<file path="config.mk">
export PLATFORM = sky130hd
export DESIGN_NAME = mem_access_stage_flat
export DESIGN_NICKNAME = d
export VERILOG_FILES = /design/src/rtl/mem_access_stage_if.sv /design/src/rtl/mem_access_stage.sv /design/src/flat_wrapper.sv
export SDC_FILE = /design/constraint.sdc
export NUM_CORES = 1
export LEC_CHECK = 0
export ABC_AREA = 0
export CORE_MARGIN = 3
export CORE_UTILIZATION = 40
export CTS_BUF_LIST = sky130_fd_sc_hd__clkbuf_8
export DETAILED_ROUTE_END_ITERATION = 8
export PLACE_DENSITY = 0.78
export SETUP_SLACK_MARGIN = 0.1
export SYNTH_ARGS = -nofsm -noshare
export SYNTH_HDL_FRONTEND = slang
export SYNTH_SLANG_ARGS = --single-unit
</file>
<file path="constraint.sdc">
create_clock -name clk -period 2.03 [get_ports clk]
set_clock_uncertainty 0.1 [all_clocks]
set_input_delay 0.203 -clock clk [delete_from_list [all_inputs] [get_ports clk]]
set_output_delay 0.203 -clock clk [all_outputs]
set_load 0.05 [all_outputs]
</file>
<file path="src/rtl/mem_access_stage_if.sv">
// Interface bundling the memory-access stage's upstream handshake,
// data-memory req/ack bus and register-file writeback signals.
//
// Modports:
//   master - the stage itself: consumes execute-stage inputs and bus
//            responses; drives stall, the bus request side, writeback and
//            bus_err.
//   slave  - the environment (execute stage, memory, register file).
//
// Signal summary:
//   in_valid/in_mem_read/in_mem_write/in_addr/in_store_data/
//   in_reg_write/in_reg_addr/in_alu_value   execute -> stage
//   stall                                   stage -> execute
//   bus_req/bus_we/bus_addr/bus_wdata       stage -> memory
//   bus_ack/bus_rdata                       memory -> stage
//   writable/write_addr/write_value         stage -> register file
//   bus_err                                 stage -> fault logic (pulse)
interface mem_access_stage_if #(
  parameter int DATA_W = 16,
  parameter int REG_AW = 4,
  parameter int MEM_AW = 16
);
  logic              in_valid;
  logic              in_mem_read;
  logic              in_mem_write;
  logic [MEM_AW-1:0] in_addr;
  logic [DATA_W-1:0] in_store_data;
  logic              in_reg_write;
  logic [REG_AW-1:0] in_reg_addr;
  logic [DATA_W-1:0] in_alu_value;
  logic              stall;

  logic              bus_req;
  logic              bus_we;
  logic [MEM_AW-1:0] bus_addr;
  logic [DATA_W-1:0] bus_wdata;
  logic              bus_ack;
  logic [DATA_W-1:0] bus_rdata;

  logic              writable;
  logic [REG_AW-1:0] write_addr;
  logic [DATA_W-1:0] write_value;
  logic              bus_err;

  modport master (
    input  in_valid, in_mem_read, in_mem_write, in_addr, in_store_data,
           in_reg_write, in_reg_addr, in_alu_value,
           bus_ack, bus_rdata,
    output stall, bus_req, bus_we, bus_addr, bus_wdata,
           writable, write_addr, write_value, bus_err
  );

  modport slave (
    output in_valid, in_mem_read, in_mem_write, in_addr, in_store_data,
           in_reg_write, in_reg_addr, in_alu_value,
           bus_ack, bus_rdata,
    input  stall, bus_req, bus_we, bus_addr, bus_wdata,
           writable, write_addr, write_value, bus_err
  );
endinterface

</file>
<file path="src/rtl/mem_access_stage.sv">
// Memory-access stage of the 16-bit pipeline, between execute and the
// register-file write port. Accepts one instruction per handshake, runs at
// most one data-memory transaction on a req/ack bus, stalls upstream while
// that transaction is in flight, and issues a one-cycle register write per
// retiring instruction. A bus transaction with no ack for TIMEOUT cycles is
// aborted with a one-cycle bus_err pulse and no writeback.
//
// Ports:
//   clk  - clock, all state updates on posedge
//   rst  - asynchronous active-low reset
//   mif  - mem_access_stage_if.master (upstream, bus, writeback, bus_err)
//
// state  | meaning
// -------+------------------------------------------------------------
// S_IDLE | ready; accepts in_valid, ALU ops retire the next cycle
// S_BUS  | memory transaction outstanding; stall and bus_req asserted
module mem_access_stage #(
  parameter int DATA_W  = 16,
  parameter int REG_AW  = 4,
  parameter int MEM_AW  = 16,
  parameter int TIMEOUT = 255
) (
  input  logic              clk,
  input  logic              rst,
  mem_access_stage_if.master mif
);

  typedef enum logic {S_IDLE, S_BUS} state_t;

  localparam logic [15:0] TIMEOUT_C = 16'(TIMEOUT);

  state_t            state_q, state_d;
  logic [15:0]       cnt_q, cnt_d, cnt_inc;
  logic              timeout_hit;

  logic              bus_we_q, bus_we_d;
  logic [MEM_AW-1:0] bus_addr_q, bus_addr_d;
  logic [DATA_W-1:0] bus_wdata_q, bus_wdata_d;
  logic              lat_reg_write_q, lat_reg_write_d;
  logic [REG_AW-1:0] lat_reg_addr_q, lat_reg_addr_d;

  logic              writable_q, writable_d;
  logic [REG_AW-1:0] write_addr_q, write_addr_d;
  logic [DATA_W-1:0] write_value_q, write_value_d;
  logic              bus_err_q, bus_err_d;

  // Saturating increment: the count can never wrap past TIMEOUT.
  always_comb begin
    cnt_inc     = (cnt_q >= TIMEOUT_C) ? cnt_q : cnt_q + 16'd1;
    timeout_hit = (cnt_inc >= TIMEOUT_C);
  end

  always_comb begin
    state_d         = state_q;
    cnt_d           = cnt_q;
    bus_we_d        = bus_we_q;
    bus_addr_d      = bus_addr_q;
    bus_wdata_d     = bus_wdata_q;
    lat_reg_write_d = lat_reg_write_q;
    lat_reg_addr_d  = lat_reg_addr_q;
    writable_d      = 1'b0;
    write_addr_d    = write_addr_q;
    write_value_d   = write_value_q;
    bus_err_d       = 1'b0;

    case (state_q)
      S_IDLE: begin
        cnt_d = '0;
        if (mif.in_valid) begin
          if (mif.in_mem_read || mif.in_mem_write) begin
            state_d         = S_BUS;
            // read+write together is treated as a store
            bus_we_d        = mif.in_mem_write;
            bus_addr_d      = mif.in_addr;
            bus_wdata_d     = mif.in_store_data;
            lat_reg_write_d = mif.in_reg_write;
            lat_reg_addr_d  = mif.in_reg_addr;
          end else if (mif.in_reg_write) begin
            writable_d    = 1'b1;
            write_addr_d  = mif.in_reg_addr;
            write_value_d = mif.in_alu_value;
          end
        end
      end

      S_BUS: begin
        cnt_d = cnt_inc;
        // ack on the timeout edge still completes normally
        if (mif.bus_ack) begin
          state_d = S_IDLE;
          cnt_d   = '0;
          if (!bus_we_q && lat_reg_write_q) begin
            writable_d    = 1'b1;
            write_addr_d  = lat_reg_addr_q;
            write_value_d = mif.bus_rdata;
          end
        end else if (timeout_hit) begin
          state_d   = S_IDLE;
          cnt_d     = '0;
          bus_err_d = 1'b1;
        end
      end

      default: begin
        state_d = S_IDLE;
        cnt_d   = '0;
      end
    endcase
  end

  always_ff @(posedge clk or negedge rst) begin
    if (!rst) begin
      state_q         <= S_IDLE;
      cnt_q           <= '0;
      bus_we_q        <= 1'b0;
      bus_addr_q      <= '0;
      bus_wdata_q     <= '0;
      lat_reg_write_q <= 1'b0;
      lat_reg_addr_q  <= '0;
      writable_q      <= 1'b0;
      write_addr_q    <= '0;
      write_value_q   <= '0;
      bus_err_q       <= 1'b0;
    end else begin
      state_q         <= state_d;
      cnt_q           <= cnt_d;
      bus_we_q        <= bus_we_d;
      bus_addr_q      <= bus_addr_d;
      bus_wdata_q     <= bus_wdata_d;
      lat_reg_write_q <= lat_reg_write_d;
      lat_reg_addr_q  <= lat_reg_addr_d;
      writable_q      <= writable_d;
      write_addr_q    <= write_addr_d;
      write_value_q   <= write_value_d;
      bus_err_q       <= bus_err_d;
    end
  end

  // stall/bus_req decode registered state only: no input-to-output path.
  assign mif.stall       = (state_q == S_BUS);
  assign mif.bus_req     = (state_q == S_BUS);
  assign mif.bus_we      = bus_we_q;
  assign mif.bus_addr    = bus_addr_q;
  assign mif.bus_wdata   = bus_wdata_q;
  assign mif.writable    = writable_q;
  assign mif.write_addr  = write_addr_q;
  assign mif.write_value = write_value_q;
  assign mif.bus_err     = bus_err_q;

endmodule

</file>
<file path="src/flat_wrapper.sv">
// flat-port wrapper written by rule: the top's interface ports become plain ports
module mem_access_stage_flat 
#(
  parameter int DATA_W  = 16,
  parameter int REG_AW  = 4,
  parameter int MEM_AW  = 16,
  parameter int TIMEOUT = 255
)
  (clk, rst, mif_in_valid, mif_in_mem_read, mif_in_mem_write, mif_in_addr, mif_in_store_data, mif_in_reg_write, mif_in_reg_addr, mif_in_alu_value, mif_bus_ack, mif_bus_rdata, mif_stall, mif_bus_req, mif_bus_we, mif_bus_addr, mif_bus_wdata, mif_writable, mif_write_addr, mif_write_value, mif_bus_err);
  mem_access_stage_if #(.DATA_W(DATA_W), .REG_AW(REG_AW), .MEM_AW(MEM_AW)) mif_i ();
  input  logic clk;
  input  logic rst;
  input wire logic [$bits(mif_i.in_valid)-1:0] mif_in_valid;
  input wire logic [$bits(mif_i.in_mem_read)-1:0] mif_in_mem_read;
  input wire logic [$bits(mif_i.in_mem_write)-1:0] mif_in_mem_write;
  input wire logic [$bits(mif_i.in_addr)-1:0] mif_in_addr;
  input wire logic [$bits(mif_i.in_store_data)-1:0] mif_in_store_data;
  input wire logic [$bits(mif_i.in_reg_write)-1:0] mif_in_reg_write;
  input wire logic [$bits(mif_i.in_reg_addr)-1:0] mif_in_reg_addr;
  input wire logic [$bits(mif_i.in_alu_value)-1:0] mif_in_alu_value;
  input wire logic [$bits(mif_i.bus_ack)-1:0] mif_bus_ack;
  input wire logic [$bits(mif_i.bus_rdata)-1:0] mif_bus_rdata;
  output wire logic [$bits(mif_i.stall)-1:0] mif_stall;
  output wire logic [$bits(mif_i.bus_req)-1:0] mif_bus_req;
  output wire logic [$bits(mif_i.bus_we)-1:0] mif_bus_we;
  output wire logic [$bits(mif_i.bus_addr)-1:0] mif_bus_addr;
  output wire logic [$bits(mif_i.bus_wdata)-1:0] mif_bus_wdata;
  output wire logic [$bits(mif_i.writable)-1:0] mif_writable;
  output wire logic [$bits(mif_i.write_addr)-1:0] mif_write_addr;
  output wire logic [$bits(mif_i.write_value)-1:0] mif_write_value;
  output wire logic [$bits(mif_i.bus_err)-1:0] mif_bus_err;
  assign mif_i.in_valid = mif_in_valid;
  assign mif_i.in_mem_read = mif_in_mem_read;
  assign mif_i.in_mem_write = mif_in_mem_write;
  assign mif_i.in_addr = mif_in_addr;
  assign mif_i.in_store_data = mif_in_store_data;
  assign mif_i.in_reg_write = mif_in_reg_write;
  assign mif_i.in_reg_addr = mif_in_reg_addr;
  assign mif_i.in_alu_value = mif_in_alu_value;
  assign mif_i.bus_ack = mif_bus_ack;
  assign mif_i.bus_rdata = mif_bus_rdata;
  assign mif_stall = mif_i.stall;
  assign mif_bus_req = mif_i.bus_req;
  assign mif_bus_we = mif_i.bus_we;
  assign mif_bus_addr = mif_i.bus_addr;
  assign mif_bus_wdata = mif_i.bus_wdata;
  assign mif_writable = mif_i.writable;
  assign mif_write_addr = mif_i.write_addr;
  assign mif_write_value = mif_i.write_value;
  assign mif_bus_err = mif_i.bus_err;
  mem_access_stage #(.DATA_W(DATA_W), .REG_AW(REG_AW), .MEM_AW(MEM_AW), .TIMEOUT(TIMEOUT)) u_core (.clk(clk), .rst(rst), .mif(mif_i));
endmodule
</file>
; After elaboration in Yosys (flattened, before gate mapping)
; Index checks and enable logic that the tools add are counted.
[word_totals]
ff_bits = 77
input_bits = 75
output_inout_bits = 57
word_cells = 55
[op_classes]
add_sub_neg = 1
order_cmp = 2
eq_ne = 5
muxes = 30
n_bitwise = 1
reduce_logical = 5
[ops]
columns = op, n
row1 = 16-bit two-way mux, 8
row2 = 16-bit case mux with 2 select lines, 2
row3 = "16-bit by 8-bit greater-or-equal comparator with 1-bit output, second input constant", 2
row4 = 4-bit two-way mux, 5
row5 = "16-bit by 1-bit adder with 16-bit output, second input constant", 1
row6 = 1-bit two-way mux, 12
row7 = "2-bit != test, second input constant", 5
row8 = 4-bit case mux with 2 select lines, 1
row9 = 5-bit AND reduction, 1
row10 = 1-bit case mux with 2 select lines, 2
row11 = 3-bit AND reduction, 1
row12 = 1-bit logical AND, 1
row13 = 1-bit logical NOT, 1
row14 = 1-bit logical OR, 1
row15 = 1-bit inverter, 1

; Longest topological paths before layout
; Gate-level depths: netlist of the first run.
[logic_depth]
ltp_word = 6
depth_mapped = 7

; Worst setup path before layout of the first run
; Ideal clock, no wire load.
[synth_timing]
path_type = reg2reg
from = reg u_core.state_q, in the netlist u_core.mif.bus_req
to = reg u_core.lat_reg_addr_q[0]
setup_time_ns = 0.125
arrival_time_ns = 2.029
required_time_ns = 1.805
setup_slack_ns = -0.224
stages_incl_launch_ff = 7
path_buffers = 3
cell_sequence = dfrtp_1 clkbuf_1 nor2b_1 nor2b_1 buf_2 buf_1 mux2_2
[synth_between]
elab_chain_len = 2
[synth_rtl]
columns = element, line_no
row1 = "start, declared", mem_access_stage.sv:32  ; state_t state_q, state_d;
row2 = "start signal, assigned", mem_access_stage.sv:125  ; state_q <= state_d;
row3 = 1-bit inverter (no line), n/a
row4 = 3-bit AND reduction (no line), n/a
row5 = "end signal, assigned", mem_access_stage.sv:131  ; lat_reg_addr_q <= lat_reg_addr_d;
row6 = "end, declared", mem_access_stage.sv:40  ; logic [REG_AW-1:0] lat_reg_addr_q, lat_reg_addr_d;
; Every way passes these cells.
; A chain may end at the register's enable or synchronous reset.

; Final worst setup path of the first run
[layout_timing]
from = reg u_core.cnt_q[11]
to = reg u_core.cnt_q[0]
[layout_between]
elab_chain_len = 6
elab_cells_between_ends = 7
[layout_rtl]
columns = element, line_no
row1 = "start, declared", mem_access_stage.sv:33  ; logic [15:0] cnt_q, cnt_d, cnt_inc;
row2 = "start signal, assigned", mem_access_stage.sv:126  ; cnt_q <= cnt_d;
row3 = 16-bit by 1-bit adder with 16-bit output / 16-bit by 8-bit greater-or-equal comparator with 1-bit output (equally long branches), mem_access_stage.sv:49  ; cnt_inc = (cnt_q >= TIMEOUT_C) ? cnt_q : cnt_q + 16'd1;
row4 = 16-bit two-way mux (*), mem_access_stage.sv:49
row5 = 16-bit by 8-bit greater-or-equal comparator with 1-bit output, mem_access_stage.sv:50  ; timeout_hit = (cnt_inc >= TIMEOUT_C);
row6 = 16-bit two-way mux (*), mem_access_stage.sv:97  ; end else if (timeout_hit) begin
row7 = 16-bit two-way mux (*), mem_access_stage.sv:89  ; if (mif.bus_ack) begin
row8 = 16-bit case mux with 2 select lines (*), mem_access_stage.sv:66  ; case (state_q)
row9 = via u_core.cnt_d[0], mem_access_stage.sv:33
; The timed path passes the listed nets; every way through them passes the cells marked *.

==> summary.md, run 1 <==
| Metric | Value |
|---|---|
| Status | complete, but fails checks |
| Failing checks | setup timing |
| Top Ports | 132 |
| Finish-stage setup viols | 8 |
| P&R area growth vs syn | 58.3% |
| Routed Antenna Nets | 0 |
| CTS Buf Count | 9 |
| Min Clock Period, post-route | roughly 2.2 ns |
| DP HPWL | 5.71 mm |
| Fin Hold WS | ~0.30 ns |
| F_max | 460 MHz |
| CP Data Arrival Time | approximately 2.3 ns |
| Required time worst endpoint | ~2.2 ns |
| Largest net degree at the start of global routing | between 40 and 50 |
| Final instance area | about 0.005 mm2 |
| Mapped Cells | around 250 |
| Slew @ Worst Pin | a little under 0.6 ns |
| Placer Congestion | 0.853 |
| Placed inst area | 0.00486 mm2 |
| DR DRC count | 0 |
| R2r endpoint | u_core.cnt_q[0] |
| Tightest Hold Check Type | input pin to asynchronous set/reset pin |
| Die H | between 90 and 100 um |
| Worst-case reg-to-reg path depth | 6 |
| Clock transition at path regs | approximately 0.070 ns |
| Final period util | 1.07 |
| # rows | 32 |
| Synth Area per Inst | ~13 um2 |
| Max-cap check violation count | 0 |
| IO buf count | approximately 130 |
| Endpoints failing hold | 0 |
| Chip width | 95.6 um |
| Final Util | 0.654 |
| GRT Overall Usage | 0.171 |
| Initial antenna violation count | 0 |
| Design Power | approximately 5.2 mW |
| DR pass1 iterations | 4 |
| Leak | 2.18 nW |
| Routed WL per cell | ~15 um |
| Register area share after synthesis | 0.600 |
| Share of layout cells above drive strength 1 | 0.224 |
| P per Cell Area | between 1000 and 1500 mW/mm2 |
| Clk_lat worst skew | 0.34 ns |
| Gr busiest metal | met2 |
| Placement Setup Slack | -0.205 ns |
| First-pass GRT wire length | ~12 mm |
| Core area | between 0.007 and 0.008 mm2 |
| Die footprint | between 0.009 and 0.01 mm2 |
| GR Util met3 | 0.0529 |
| TritonCTS clock tree | done |
| Clk sink count | 77 |
| Reg2Reg Setup Slack | -0.14 ns |
| Global route overflow | 0 |
| Root buffer cell | clkbuf_8 |
| NumNets Final | between 400 and 500 |
| Max rail drop VDD | around 0.65 mV |
| #FFs+latches synth | 77 |
| Ant. Diodes | 0 |
| Slew Limit Headroom | 0.611 |
| Initial Util | 0.413 |
| Drt initial violations | just under 60 |
| Setup ws final | -0.144 ns |
| Reg2reg start | u_core.cnt_q[11] |
| Setup crit start kind | register |
| Vias | ~2.4k |
| Endpoint class of the critical path | register |
| H-tree levels | 3 |
| Maximum fanout along the worst path | 5 |
| Final slew viol count | 0 |
| Met2 track demand over resource | 0.289 |
| DR vias/cell | 4.76 |
| Unrepaired setup endpoints after global routing | true |
| Worst Setup Path Type | register to register |
| Ys Warns | 0 |
| Number of global-route vias before repair | roughly 2.5k |
| Met1 Track Usage GR | 0.210 |
| Netlist Area Pre-Place | about 0.0032 mm2 |
| Library cells used by synthesis | 39 |
| Routed WL | ~7.5 mm |
| Bufs on Longest Clock Path | 2 |
[registers in the layout (all words and copies together), names as in the netlist]
| name | cells |
|---|---|
| u_core.mif.bus_wdata | 16 |
| u_core.mif.write_value | 16 |
| u_core.mif.bus_we | 1 |
| u_core.mif.bus_req | 1 |
| u_core.mif.bus_err | 1 |
| u_core.mif.bus_addr | 16 |
| u_core.lat_reg_addr_q | 4 |
| u_core.cnt_q | 16 |
| u_core.mif.writable | 1 |
| u_core.mif.write_addr | 4 |
| u_core.lat_reg_write_q | 1 |
[cell usage in the layout, fill, tap and decap left out, types with 2 or more instances in the layout]
cell type,netlist,layout
a21oi_1,4,4
mux2_2,37,37
nand4_1,4,4
clkdlybuf4s50_1,0,127
mux2i_1,21,21
buf_4,1,20
buf_12,0,4
bufinv_16,0,2
inv_1,4,4
and3_1,3,3
nand2_1,28,27
clkbuf_8,0,9
conb_1,1,8
xor2_1,2,2
nor2_1,7,7
nor4_4,0,2
o21ai_0,20,20
a31oi_1,3,3
clkinv_2,0,2
dfrtp_1,77,76
[synth_stat cells]
master      n  area (um2)
nor4_2      2        25.0
buf_2       2        10.0
a21oi_1     4        20.0
clkbuf_1    7        26.3
a31oi_1     3        18.8
a31o_2      1        8.76
a41o_2      1        11.3
nand3_4     1        17.5
nand4_1     4        25.0
conb_1      1        3.75
inv_1       4        15.0
nand3_1     1        5.00
mux2i_1    21         210
o21ai_0    20         100
and3_1      3        18.8
a32oi_1     1        8.76
and3_2      1        7.51
and2b_1     1        7.51
a2111oi_4   1        27.5
a22o_1      1        8.76
ha_1        1        12.5
nor2_1      7        26.3
nand2_1    28         105
and3b_1     1        8.76
buf_4       1        7.51
and4_1      1        8.76
nor2b_1     2        12.5
or2b_2      1        8.76
buf_6       1        11.3
a21bo_2     1        10.0
dfrtp_1    77        1930
xor2_1      2        17.5
nand4b_1    1        8.76
and2_1      2        12.5
xnor2_1     1        8.76
o311a_1     1        10.0
mux2_2     37         417
a21boi_0    2        15.0
buf_1       2        7.51
[area by class of cell]
cell class / instances / area (um2)
Clock buffer: 9 / 124
Sequential cell: 77 / 1930
Multi-Input combinational cell: 162 / 1290
Clock inverter: 5 / 77.6
Inverter: 4 / 15.0
Timing Repair Buffer: 153 / 1520
Fill cell: 624 / 2690
Tap cell: 102 / 128
[worst max-delay path by stage]
stage	startpoint	endpoint	cells past startpoint
after global placement	u_core.cnt_q[10]	u_core.cnt_q[0]	6
after detailed placement	u_core.cnt_q[11]	u_core.cnt_q[0]	6
after CTS	u_core.cnt_q[14]	u_core.cnt_q[0]	6
final	u_core.cnt_q[11]	u_core.cnt_q[0]	6
after global routing	u_core.cnt_q[11]	u_core.cnt_q[0]	6
after floorplan	u_core.cnt_q[11]	u_core.cnt_q[0]	7
[where the power goes]
group / leakage [nW] / switching, mW / internal [mW]
combinational: 1.14 / 1.27 / 0.768
clock: 0.101 / 0.526 / 0.674
sequential: 0.940 / 0.154 / 1.82
total: 2.18 / 1.95 / 3.26
[worst max-delay path: stages (launching register included)]
cell,delay (ns)
dfrtp_1,0.40
nor4_4,0.38
nand4b_1,0.16
xor2_1,0.20
a2111oi_4,0.40
nand2_1,0.09
o311a_1,0.34
[metal layers]
| metal | vias up | part of all wire |
|---|---|---|
| met3 | 7 | 0.048 |
| met1 | 1200 | 0.42 |
| met4 | 0 | 0.0068 |
| met2 | 51 | 0.53 |
| met5 | - | 0 |
| li1 | 1178 | - |
[cell families (layout without fill, tap and decap cells)]
family,after synthesis,after routing,share of synthesized area
AO/OA/AOI/OAI,36,36,0.0744
other,1,8,0.00117
AND/OR/NAND/NOR,56,56,0.0928
XOR/XNOR,3,3,0.00819
adder cells (fa/ha/maj),1,1,0.00390
buffers and inverters,17,171,0.0242
flip-flops,77,77,0.600
multiplexers,58,58,0.195
[what timing repair did]
action | in CTS | in global routing
buffers inserted | 0 | 0
resized for setup | 2 | 3
cloned | 0 | 0
setup endpoints to repair | 10 | 11
hold endpoints to repair | 45 | 0
hold buffers | 1 | 0
pin swaps | 2 | 3
[per-stage QoR]
| step | TNS (ns) | std cells |
|---|---|---|
| CTS | -0.852 | 512 |
| global route | -2.64 | 512 |
| finish | -0.783 | 512 |
| global placement | -0.605 | 497 |
| floorplan | -0.0275 | 256 |
| detailed placement | -1.61 | 497 |
Power figures use the tool's default switching activity.
==> inputs of run 2 (changes only) <==
--- a/config.mk
+++ b/config.mk
@@ -7,10 +7,10 @@
 export LEC_CHECK = 0
 export ABC_AREA = 0
 export CORE_MARGIN = 3
-export CORE_UTILIZATION = 40
+export CORE_UTILIZATION = 30
 export CTS_BUF_LIST = sky130_fd_sc_hd__clkbuf_8
 export DETAILED_ROUTE_END_ITERATION = 8
-export PLACE_DENSITY = 0.78
+export RECOVER_POWER = 50
 export SETUP_SLACK_MARGIN = 0.1
 export SYNTH_ARGS = -nofsm -noshare
 export SYNTH_HDL_FRONTEND = slang
==> constraint.sdc (replaced) <==
create_clock -name clk -period 2.75 [get_ports clk]
set_clock_uncertainty 0.1 [all_clocks]
set_input_delay 0.275 -clock clk [delete_from_list [all_inputs] [get_ports clk]]
set_output_delay 0.275 -clock clk [all_outputs]
set_load 0.05 [all_outputs]
==> summary.md, run 2 (synthesis results as in run 1) <==
| Metric | Value |
|---|---|
| Worst Setup Path Type | register to register |
| Placement Setup Slack | 0.345 ns (+0.550 ns) |
| Global route overflow | 0 (unchanged) |
| First-pass GRT wire length | 11.4 mm (-5.5%) |
| P&R area growth vs syn | 53.2% |
| Commonest non-fill, non-tap cells in the layout | clkdlybuf4s50_1, dfrtp_1, mux2_2 |
| Chip width | 109 um (+14%) |
| CP Data Arrival Time | 2.56 ns (+0.27 ns) |
| DR DRC count | 0 (unchanged) |
| # rows | 37 (+16%) |
| Routed WL per cell | 13.6 um (-6.8%) |
| Die footprint | 0.0120 mm2 (+31%) |
| F_max | 410 MHz (-11%) |
| Fin Setup TNS | 0 ns (+0.783 ns) |
| Endpoint class of the critical path | register |
| CTS Buf Count | 9 (unchanged) |
| Design Power | 3.85 mW (-26%) |
| Core area | 0.0104 mm2 (+34%) |
| P per Cell Area | 782 mW/mm2 (-24%) |
| IO buf count | 131 (unchanged) |
| Finish-stage setup viols | 0 (-8) |
| Placer Congestion | 0.807 (-5.4%) |
| CP peak stage delay | 0.47 ns (+0.07 ns) |
| Worst path top cell family by delay | simple AND/OR/NAND/NOR gates |
| Clk sink count | 77 (unchanged) |
| Setup ws final | 0.312 ns (+0.456 ns) |
| DR pass1 iterations | 4 (unchanged) |
| Tightest Hold Check Type | input pin to asynchronous set/reset pin |
| Die H | 109 um (+14%) |
| Max rail drop VDD | 0.323 mV (-50%) |
| Status | complete, but fails checks |
| Fin cells | 529 (+3.3%) |
| Root buffer cell | clkbuf_8 |
| CP cell instances | nor4_2, and2_1, nand3_4, a2111oi_4, nand2_1, o311a_1 |
| Routed WL | 7.19 mm (-3.7%) |
| Required time worst endpoint | 2.87 ns (+0.72 ns) |
| CTS Hold Bufs | 0 (-1) |
| DR vias/cell | 4.46 (-6.2%) |
| Ant. Diodes | 0 (unchanged) |
| Largest net degree at the start of global routing | 78 (+63%) |
| DP HPWL | 5.30 mm (-7.2%) |
| H-tree levels | 3 (unchanged) |
| Endpoints failing hold | 0 (unchanged) |
| Final slew viol count | 78 (+78) |
| Maximum fanout along the worst path | 10 (+5) |
| Leak | 2.09 nW (-4.5%) |
| Top Ports | 132 (unchanged) |
| Dpl cells | 513 (+3.2%) |
| Failing checks | capacitance limit, slew limit |
| Initial antenna violation count | 0 (unchanged) |
| Initial Util | 0.310 (-0.104) |
| Buf/Inv on CP | 0 (unchanged) |
| Slew @ Worst Pin | 1.89 ns (+1.30 ns) |
| Final period util | 0.887 (-0.184) |
| Clk_lat worst skew | 0.33 ns (about the same) |
| Worst path slowest cell | nor4_2 |
| Unrepaired setup endpoints after global routing | false |
| Slew Limit Headroom | -0.258 (-0.869) |
| Vias | 2361 (-3.1%) |
| Number of global-route vias before repair | 2317 (-8.5%) |
| Drt initial violations | 67 (+16%) |
| Setup repair bufs after CTS | 0 (unchanged) |
| GRT Overall Usage | 0.122 (-0.0485) |
| Min Clock Period, post-route | 2.44 ns (+0.264 ns) |
| Bufs on Longest Clock Path | 2 (unchanged) |
| Clock transition at path regs | 0.08 ns (about the same) |
| Fin Hold WS | 0.328 ns (+0.0259 ns) |
| Setup crit start kind | register |
| Max-cap check violation count | 1 (+1) |
| NumNets Final | 464 (-3.9%) |
| # resized after CTS | 0 (-2) |
| TritonCTS clock tree | done |
| Share of layout cells above drive strength 1 | 0.168 (-0.0565) |
| Most common cell after layout, fill and taps aside | clkdlybuf4s50_1 |
| Routed Antenna Nets | 0 (unchanged) |
run 2: changes by cell type in the layout (fill, tap and decap cells not counted), moves of 2 or more:
| cell | before | now |
|---|---|---|
| nor4_4 | 2 | 0 |
| clkdlybuf4s50_1 | 127 | 108 |
| dlygate4sd3_1 | 1 | 20 |
| clkbuf_8 | 9 | 11 |
| nor4_2 | 0 | 2 |
| buf_4 | 20 | 1 |
| clkbuf_1 | 0 | 2 |
| buf_12 | 4 | 2 |
run 2: layout make-up:
cell class	count	area [um2]
timing repair buffer	134	1340
multi-input combinational	162	1240
sequential	77	1930
fill	970	5450
clock buffer	11	151
tap	136	170
inverter	4	15.0
clock inverter	5	73.8
run 2: power breakdown:
group	internal, mW	total, mW	switching [mW]
clock network	0.555	0.942	0.387
registers	1.34	1.44	0.102
logic	0.528	1.46	0.934
run 2: worst paths after layout:
path | start | end | slack (ns) | cells after the start
worst min-delay path | rst | u_core.mif.bus_addr[14] | 0.33 | 1
min in group clk | u_core.mif.write_value[1] | u_core.mif.write_value[1] | 0.38 | 2
worst max-delay path | u_core.cnt_q[14] | u_core.cnt_q[0] | 0.31 | 6
max in group asynchronous | rst | u_core.mif.bus_addr[7] | 1.07 | 1
worst min register to register | u_core.mif.write_value[1] | u_core.mif.write_value[1] | 0.38 | 2
worst max register to register | u_core.cnt_q[14] | u_core.cnt_q[0] | 0.31 | 6
run 2: stage by stage:
stage / area, um2 / util
floorplan: 3240 / -
global placement: 4710 / 0.454
detailed placement: 4710 / 0.454
CTS: 4940 / 0.476
global route: 4920 / 0.474
finish: 4920 / 0.474
run 2: layer usage:
layer / vias up / GRT usage / part of all wire
met5: - / 0 / 0
met4: 0 / 0.0321 / 0.011
met3: 9 / 0.0546 / 0.089
met2: 65 / 0.195 / 0.49
met1: 1142 / 0.151 / 0.41
li1: 1145 / - / -
==> inputs of run 3 (changes only) <==
--- a/config.mk
+++ b/config.mk
@@ -6,12 +6,11 @@
 export NUM_CORES = 1
 export LEC_CHECK = 0
 export ABC_AREA = 0
-export CORE_MARGIN = 3
 export CORE_UTILIZATION = 30
 export CTS_BUF_LIST = sky130_fd_sc_hd__clkbuf_8
 export DETAILED_ROUTE_END_ITERATION = 8
-export RECOVER_POWER = 50
 export SETUP_SLACK_MARGIN = 0.1
+export SKIP_CTS_REPAIR_TIMING = 1
 export SYNTH_ARGS = -nofsm -noshare
 export SYNTH_HDL_FRONTEND = slang
 export SYNTH_SLANG_ARGS = --single-unit
==> summary.md, run 3 (synthesis results as in run 1) <==
| Metric | Value |
|---|---|
| Initial Util | 0.310 (unchanged) |
| Vias | 2343 (-0.76%) |
| Logic pwr share | 0.396 (+0.016) |
| TritonCTS clock tree | done |
| NumNets Final | 464 (unchanged) |
| Clock Power Share | 0.214 (-0.031) |
| Endpoints failing hold | 5 (+5) |
| Ant. Diodes | 0 (unchanged) |
| Dpl cells | 513 (unchanged) |
| Reg2Reg Setup Slack | 0.35 ns (+0.04 ns) |
| Share of layout cells above drive strength 1 | 0.174 (+0.00597) |
| Fin Hold WS | -0.0116 ns (-0.340 ns) |
| Clock transition at path regs | 0.07 ns (about the same) |
| Slew Limit Headroom | 0.355 (+0.613) |
| Worst Setup Path Type | register to register |
| Met2 track demand over resource | 0.220 (+0.0246) |
| Die H | 105 um (-3.7%) |
| GRT Overall Usage | 0.134 (+0.0115) |
| Failing checks | hold timing |
| P_sw | 1.42 mW (-0.37%) |
| Number of global-route vias before repair | 2479 (+7.0%) |
| Most common cell after layout, fill and taps aside | clkdlybuf4s50_1 |
| CP most frequent cell | nand2_1 |
| Sequential share of power | 0.390 (+0.015) |
| Initial antenna violation count | 0 (unchanged) |
| Status | complete, but fails checks |
| IO buf count | 131 (unchanged) |
| Largest net degree at the start of global routing | 78 (unchanged) |
| CP cell instances | ha_1, and3_2, nand2_1, a21bo_2, a2111oi_4, nand2_1, o311a_1 |
| Reg2reg start | u_core.cnt_q[0] |
| Tightest Hold Check Type | input pin to asynchronous set/reset pin |
| Fin cells | 527 (-0.38%) |
| CP peak stage delay | 0.46 ns (about the same) |
| Final slew viol count | 0 (-100%) |
| Fin Setup TNS | 0 ns (unchanged) |
| Required time worst endpoint | 2.87 ns (about the same) |
| Min Clock Period, post-route | 2.40 ns (-0.0358 ns) |
| Commonest non-fill, non-tap cells in the layout | clkdlybuf4s50_1, dfrtp_1, mux2_2 |
| DP HPWL | 4.90 mm (-7.5%) |
| Clk_lat worst skew | 0.33 ns (about the same) |
| Final Util | 0.470 (-0.00386) |
| Chip width | 105 um (-3.7%) |
| Routed Antenna Nets | 0 (unchanged) |
| Core area | 0.0104 mm2 (unchanged) |
| R2r endpoint | u_core.cnt_q[0] |
| Met1 Track Usage GR | 0.160 (+0.00856) |
| First-pass GRT wire length | 11.8 mm (+3.6%) |
| Final period util | 0.874 (-0.0130) |
| Net Sw Frac | 0.381 (+0.0116) |
| Die footprint | 0.0111 mm2 (-7.2%) |
| DR DRC count | 0 (unchanged) |
| Leak | 2.05 nW (-1.9%) |
| Internal power | 2.30 mW (-5.2%) |
| Routed WL | 6.93 mm (-3.6%) |
| Root buffer cell | clkbuf_8 |
| H-tree levels | 3 (unchanged) |
| Slew @ Worst Pin | 0.968 ns (-0.919 ns) |
| P&R area growth vs syn | 51.9% |
| GR Util met3 | 0.0538 (-0.000806) |
| Fill cell count | 980 (+1.0%) |
| Clk sink count | 77 (unchanged) |
| CTS Buf Count | 9 (unchanged) |
| Unrepaired setup endpoints after global routing | false |
| Finish-stage setup viols | 0 (unchanged) |
| Design Power | 3.72 mW (-3.4%) |
| Endpoint class of the critical path | register |
| F_max | 416 MHz (+1.5%) |
| Drt initial violations | 43 (-36%) |
| Setup crit start kind | register |
| Worst-case reg-to-reg path depth | 7 (+1) |
| Maximum fanout along the worst path | 4 (-6) |
| DR vias/cell | 4.45 (-0.39%) |
| Global route overflow | 0 (unchanged) |
| Routed WL per cell | 13.2 um (-3.3%) |
| Bufs on Longest Clock Path | 2 (unchanged) |
| P per Cell Area | 762 mW/mm2 (-2.6%) |
| Max rail drop VDD | 0.372 mV (+15%) |
| CP Data Arrival Time | 2.52 ns (-0.04 ns) |
| DR pass1 iterations | 6 (+2) |
| Placer Congestion | 0.809 (+0.29%) |
| Top Ports | 132 (unchanged) |
| Worst path slowest cell | a2111oi_4 |
| Gr busiest metal | met2 |
| Max-cap check violation count | 0 (-1) |
| # rows | 37 (unchanged) |
==> run 3: cell types whose count changed in the layout (fill, tap and decap cells not counted), moves of 2 or more <==
| cell | change |
|---|---|
| clkdlybuf4s50_1 | +20 |
| dlygate4sd3_1 | -20 |
| buf_4 | +4 |
| clkbuf_1 | -2 |
| clkbuf_8 | -2 |
==> run 3: power groups by stage <==
stage	clock [mW]	combinational, mW	sequential, mW
final	0.795	1.47	1.45
after global placement	0	1.49	1.46
after detailed placement	0	1.49	1.47
after CTS	0.845	1.49	1.45
after global routing	0.884	1.55	1.48
after floorplan	0	0.231	2.14
==> run 3: worst max-delay path, delay by kind of cell (launching register included) <==
family                     cells  cell delay (ns)
adders and majority gates      1             0.21
DFF                            1             0.41
and+or+nand+nor                3             0.49
AOI/OAI and AO/OA              3             1.08
==> run 3: cell type report <==
class | instances | area, um2 | share of cell area
clock buffer | 9 | 124 | 0.0254
clock inverter | 5 | 55.1 | 0.0113
inverter | 4 | 15.0 | 0.00308
multi-input combinational | 162 | 1250 | 0.256
sequential | 77 | 1930 | 0.395
tap | 136 | 170 | 0.0349
timing repair buffer | 134 | 1340 | 0.274
==> run 3: how the worst max path moves through the flow <==
stage	start	end	slack, ns
4_1_cts	u_core.cnt_q[14]	u_core.cnt_q[0]	0.29
3_3_place_gp	u_core.cnt_q[14]	u_core.cnt_q[0]	0.41
6_report	u_core.cnt_q[0]	u_core.cnt_q[0]	0.35
5_1_grt	u_core.cnt_q[14]	u_core.cnt_q[0]	0.20
3_5_place_dp	u_core.cnt_q[10]	u_core.cnt_q[0]	0.31
2_1_floorplan	u_core.mif.bus_req	u_core.lat_reg_addr_q[0]	0.50
==> run 3: layer usage <==
layer / vias to the layer above / share of wire / wire length [um]
met5: - / 0 / 0
met4: 0 / 0.014 / 100
met3: 9 / 0.071 / 491
met2: 68 / 0.49 / 3380
met1: 1122 / 0.43 / 2960
li1: 1144 / - / -
==> run 3: per-stage QoR <==
stage,hold WS [ns],area (um2),setup slack [ns]
floorplan,-0.121,3240,0.496
global placement,0.363,4700,0.414
detailed placement,0.370,4700,0.310
CTS,0.0243,4880,0.294
global route,0.0783,4880,0.198
finish,-0.0116,4880,0.347
